===== src/rtl/mips32_dbg_pkg.sv =====
// Shared debug-infrastructure definitions for the risc_pipe_mips32 core:
// memory geometry and the dump-reader FSM state encoding.
package mips32_dbg_pkg;

  localparam int MEM_ADDR_W = 10;
  localparam int MEM_DATA_W = 32;

  typedef enum logic [2:0] {
    IDLE,
    WAIT_HALT,
    READ,
    CAPTURE,
    SEND
  } dump_state_e;

endpackage


===== src/rtl/mem_dump_reader.sv =====
// Reads a window of the core's data memory after HALTED and streams each word
// with its address over valid/ready. Define DUMP_CHECKSUM_EN to add a running checksum output.
module mem_dump_reader
  import mips32_dbg_pkg::*;
#(
  parameter int ADDR_W = MEM_ADDR_W,
  parameter int DATA_W = MEM_DATA_W,
  parameter int CNT_W  = 11
) (
  input  logic              clk1,
  input  logic              rst,
  input  logic              start,
  input  logic [ADDR_W-1:0] base_addr,
  input  logic [CNT_W-1:0]  count,
  input  logic              halted,
  output logic              mem_rd_en,
  output logic [ADDR_W-1:0] mem_rd_addr,
  input  logic [DATA_W-1:0] mem_rd_data,
  output logic              out_valid,
  input  logic              out_ready,
  output logic [ADDR_W-1:0] out_addr,
  output logic [DATA_W-1:0] out_data,
  output logic              out_last,
  output logic              busy,
  output logic              done
`ifdef DUMP_CHECKSUM_EN
  ,
  output logic [DATA_W-1:0] checksum
`endif
);

  dump_state_e       state, state_next;
  logic [ADDR_W-1:0] addr;
  logic [CNT_W-1:0]  remaining;

  assign mem_rd_addr = addr;
  assign busy        = (state != IDLE);

  always_comb begin
    state_next = state;
    mem_rd_en  = 1'b0;
    case (state)
      IDLE:      if (start && (count != '0)) state_next = WAIT_HALT;
      WAIT_HALT: if (halted) state_next = READ;
      READ: begin
        mem_rd_en  = 1'b1;
        state_next = CAPTURE;
      end
      CAPTURE:   state_next = SEND;
      SEND:      if (out_ready) state_next = out_last ? IDLE : READ;
      default:   state_next = IDLE;
    endcase
  end

  // The read data arrives one cycle after the strobe, so CAPTURE is where it lands.
  always_ff @(posedge clk1) begin
    if (rst) begin
      state     <= IDLE;
      addr      <= '0;
      remaining <= '0;
      out_valid <= 1'b0;
      out_addr  <= '0;
      out_data  <= '0;
      out_last  <= 1'b0;
      done      <= 1'b0;
    end else begin
      state <= state_next;
      done  <= 1'b0;
      case (state)
        IDLE: begin
          if (start) begin
            if (count != '0) begin
              addr      <= base_addr;
              remaining <= count;
            end else begin
              done <= 1'b1;
            end
          end
        end
        CAPTURE: begin
          out_data  <= mem_rd_data;
          out_addr  <= addr;
          out_valid <= 1'b1;
          out_last  <= (remaining == CNT_W'(1));
        end
        SEND: begin
          if (out_ready) begin
            out_valid <= 1'b0;
            out_last  <= 1'b0;
            if (out_last) begin
              done <= 1'b1;
            end else begin
              addr      <= addr + ADDR_W'(1);
              remaining <= remaining - CNT_W'(1);
            end
          end
        end
        default: ;
      endcase
    end
  end

`ifdef DUMP_CHECKSUM_EN
  // Sum of accepted words; a zero-length start clears it too, so done always reports this dump.
  always_ff @(posedge clk1) begin
    if (rst) begin
      checksum <= '0;
    end else if ((state == IDLE) && start) begin
      checksum <= '0;
    end else if ((state == SEND) && out_ready) begin
      checksum <= checksum + out_data;
    end
  end
`endif

endmodule


===== config.mk =====
export PLATFORM = sky130hd
export DESIGN_NAME = mem_dump_reader
export DESIGN_NICKNAME = d
export VERILOG_FILES = /design/src/rtl/mips32_dbg_pkg.sv /design/src/rtl/mem_dump_reader.sv
export SDC_FILE = /design/constraint.sdc
export NUM_CORES = 1
export LEC_CHECK = 0
export CORE_MARGIN = 2
export CORE_UTILIZATION = 40
export CTS_BUF_LIST = sky130_fd_sc_hd__clkbuf_4 sky130_fd_sc_hd__clkbuf_8 sky130_fd_sc_hd__clkbuf_16
export CTS_CLUSTER_SIZE = 20
export DETAILED_ROUTE_END_ITERATION = 10
export GPL_TIMING_DRIVEN = 0
export HOLD_SLACK_MARGIN = 0.02
export MAX_ROUTING_LAYER = met4
export PLACE_DENSITY = 0.73
export RECOVER_POWER = 50
export SLEW_MARGIN = 20
export SYNTH_ARGS = -nofsm -noshare
export SYNTH_HDL_FRONTEND = slang
export SYNTH_SLANG_ARGS = --single-unit

===== constraint.sdc =====
create_clock -name clk1 -period 4.3 [get_ports clk1]
set_input_delay 0.43 -clock clk1 [delete_from_list [all_inputs] [get_ports clk1]]
set_output_delay 0.43 -clock clk1 [all_outputs]
set_load 0.02 [all_outputs]

==> metrics.md <==
| Metric | Value |
|---|---|
| Post-Syn Nets | 455 |
| Crit path buf inv count | 2 |
| DP Cell Count | 610 |
| Final WS setup | 1900 ps |
| Hold Crit Class | reg -> reg |
| Row cnt | 32 |
| Initial Util | 40.8% |
| Pwr per Cell Area | 318 nW/um^2 |
| Final GP Congestion | 0.949 |
| Total Wirelength | 9390 um |
| Max clock buf depth | 2 |
| Slowest cell on crit path | a211oi_2 |
| Family with the most delay on the worst path | compound AO/OA/AOI/OAI gates |
| Final Max Tran Viols | 0 |
| Fmax | approximately 420 MHz |
| Die Wd | 92.3 um |
| Clock Latency Late Sink | 340 ps |
| Total number of yosys warnings | 0 |
| RR Endpoint | remaining[10]$_SDFFE_PP0P_ |
| Cell area after layout | ~4600 sq um |
| H-tree depth | 3 |
| GRT Total Usage | a little under a quarter |
| Number of flops mapped to enable cells by yosys | 0 |
| Dpl ws | 1690 ps |
| Worst slew pin tran | between 700 and 800 ps |
| Outcome | completed |
| Clock slew at reported path FFs | 80 ps |
| Via density | approximately 5.5 |
| CTS root buf | clkbuf_8 |
| CP cell instances | clkbuf_1, nand3b_1, a211oi_2, nand2_1, buf_2, o31ai_1 |
| First-pass GRT wire length | 15,300 um |
| Cells after Synth | between 300 and 400 |
| R2r setup slk | 1900 ps |
| VDD IR max | 0.000169 V |
| Total negative slack | 0 ps |
| Worst Path Required | 4550 ps |
| Pin count of the biggest net entering global routing | 14 |
| Reg2Reg Launch Point | state[2]$_SDFFE_PP0P_ |
| CTS Sinks | 69 |
| Crit share post-route | 55.8% |
| Count of different cell masters after synthesis | 51 |
| TritonCTS Buffers | 9 |
| Final ANT Viol Nets | 0 |
| Worst slew margin | a little over half |
| Vias | 3,428 |
| Sequential element share of the synthesized area | about 44% |
| Max_cap viols | 0 |
| CP arrival | 2650 ps |
| Critical Path Start | state[2]$_SDFFE_PP0P_ |
| Iteration-0 DRC Markers | 278 |
| Crit path kind | reg -> reg |
| Fin crit period | 2400 ps |
| Capture point of the worst path | remaining[10]$_SDFFE_PP0P_ |
| PnR Total Power | 1.46 mW |
| Post-cts resize count | 0 |
| Port buffer count | 114 |
| DP HPWL | 6940 um |
| Critical path capture point type | flip-flop |
| Leakage | 1.69 nW |
| Critical path depth | 6 |
| Crit path launch type | flip-flop |
| Final setup violating endpoints | 0 |
| P&R area growth vs syn | 47.0% |
| DP Area | between 4000 and 5000 sq um |
| Setup bufs post-CTS | 0 |
| Total gr overflow | 0 |
| Path depth of the worst reg2reg path | 6 |
| Avg Cell Area, Syn | 7.92 sq um |
| Core ar. | 7650 sq um |
| CTS tree | yes |
| Die Ht | 92.3 um |
| Hold Buf Count CTS | 0 |
| Largest stage delay, worst path | 660 ps |
| Clock skew | approximately 10 ps |
| Final Hold Vio Count | 0 |
| Num ports | about 120 |
| Async set-reset flop share out of synthesis | 0% |
| Final non-filler cell total | 626 |
| Core Util, Final | 60.0% |
| Vias in the first global route | 3,247 |
| Unrepaired setup endpoints after global routing | no |
| Synth Register Bits | 69 |
| Post-Syn Area | 3120 sq um |
| CP Max Fanout | 10 |
| Initial antenna violation count | 0 |
| Ys flop type | dfxtp_1 |
| Layout cells sized above 1 | 5.15% |
| ANT cells | 0 |
| Drt wl/cell | 15.0 um |
| Post-route DRC | 0 |
| Die Area | about 8500 sq um |
| Hold slack | 450 ps |
| Detailed Routing Iterations Pass 1 | 5 |
| Nets@finish | 580 |
## how the worst min path moves through the flow
| stage | startpoint | end | cells after the start |
|---|---|---|---|
| finish | out_data[22]$_SDFFE_PP0P_ | out_data[22]$_SDFFE_PP0P_ | 2 |
| global route | out_data[1]$_SDFFE_PP0P_ | out_data[1]$_SDFFE_PP0P_ | 2 |
| CTS | out_data[22]$_SDFFE_PP0P_ | out_data[22]$_SDFFE_PP0P_ | 2 |
| detailed placement | out_data[15]$_SDFFE_PP0P_ | out_data[15]$_SDFFE_PP0P_ | 2 |
| global placement | out_data[30]$_SDFFE_PP0P_ | out_data[30]$_SDFFE_PP0P_ | 2 |
| floorplan | remaining[1]$_SDFFE_PP0P_ | remaining[1]$_SDFFE_PP0P_ | 2 |
## where the power goes
| group | total [mW] | leakage [nW] | switching (mW) | internal [mW] |
|---|---|---|---|---|
| clock network | 0.535 | 0.100 | 0.265 | 0.271 |
| registers | 0.686 | 0.560 | 0.0249 | 0.661 |
| logic | 0.237 | 1.03 | 0.120 | 0.117 |
## worst register-to-register path, delay by kind of cell (launching register included)
kind            cells  cell delay, ps
simple gates        2             440
buf+inv             2             590
compound gates      2             910
flops               1             370
## metal layers
| layer | vias up | share of wire [%] | GRT usage, % |
|---|---|---|---|
| met5 | - | 0 | - |
| met2 | 140 | 49 | 37.7 |
| met1 | 1594 | 42 | 28.0 |
| met3 | 20 | 6.1 | 3.17 |
| li1 | 1674 | - | - |
| met4 | 0 | 2.1 | 8.96 |
## sequential cells by signal (all words and copies together) (netlist names)
name and count:
out_data 32, out_valid 1, state 3, remaining 11
out_last 1, done 1, out_addr 10, mem_rd_addr 10
## cells in the final DEF, fill, tap and decap left out, types with 6 or more instances in the layout
| master | n |
|---|---|
| a21oi_1 | 57 |
| a31oi_1 | 6 |
| clkbuf_1 | 29 |
| clkbuf_8 | 9 |
| clkdlybuf4s50_1 | 66 |
| dfxtp_1 | 69 |
| dlygate4sd3_1 | 48 |
| inv_1 | 6 |
| nand2_1 | 100 |
| nor2_1 | 12 |
| nor3_1 | 10 |
| o311ai_0 | 10 |
| o31ai_1 | 11 |
## cell families (layout without fill, tap and decap cells)
| family | count (synthesis) | after routing | synth area share (%) |
|---|---|---|---|
| and+or+nand+nor | 158 | 158 | 22.9 |
| AOI/OAI and AO/OA | 124 | 124 | 26.2 |
| DFF | 69 | 69 | 44.3 |
| buffers and inverters | 39 | 169 | 5.05 |
| adders and majority gates | 3 | 3 | 1.20 |
| muxes | 1 | 1 | 0.321 |
## final cells by class
type,instances,area [sq um]
fillers,694,3060
multi-input cells,286,1580
flip-flops and latches,69,1380
repair buffers,114,1140
plain buffers,33,134
well taps,102,128
clock buffers,9,124
clock inverters,7,73.8
inverters,6,22.5
## Yosys cell counts (3+ instances only)
cell | count | area share (%)
nand2_1 | 100 | 12
dfxtp_1 | 69 | 44
a21oi_1 | 57 | 9.1
clkbuf_1 | 28 | 3.4
nor2_1 | 12 | 1.4
o31ai_1 | 11 | 2.6
nor3_1 | 10 | 1.6
o311ai_0 | 10 | 2.8
a31oi_1 | 6 | 1.2
inv_1 | 6 | 0.72
a211oi_1 | 5 | 1.2
nor4_1 | 5 | 1.0
o21ai_0 | 5 | 0.80
nand2b_1 | 4 | 0.80
nand3_1 | 4 | 0.64
nand4_1 | 4 | 0.80
a22oi_1 | 3 | 0.72
a2bb2oi_1 | 3 | 0.84
and3_1 | 3 | 0.60
buf_2 | 3 | 0.48
ha_1 | 3 | 1.2
nor3b_1 | 3 | 0.72
o21a_1 | 3 | 0.72
o32ai_1 | 3 | 0.84
(Power assumes the default switching activity.)
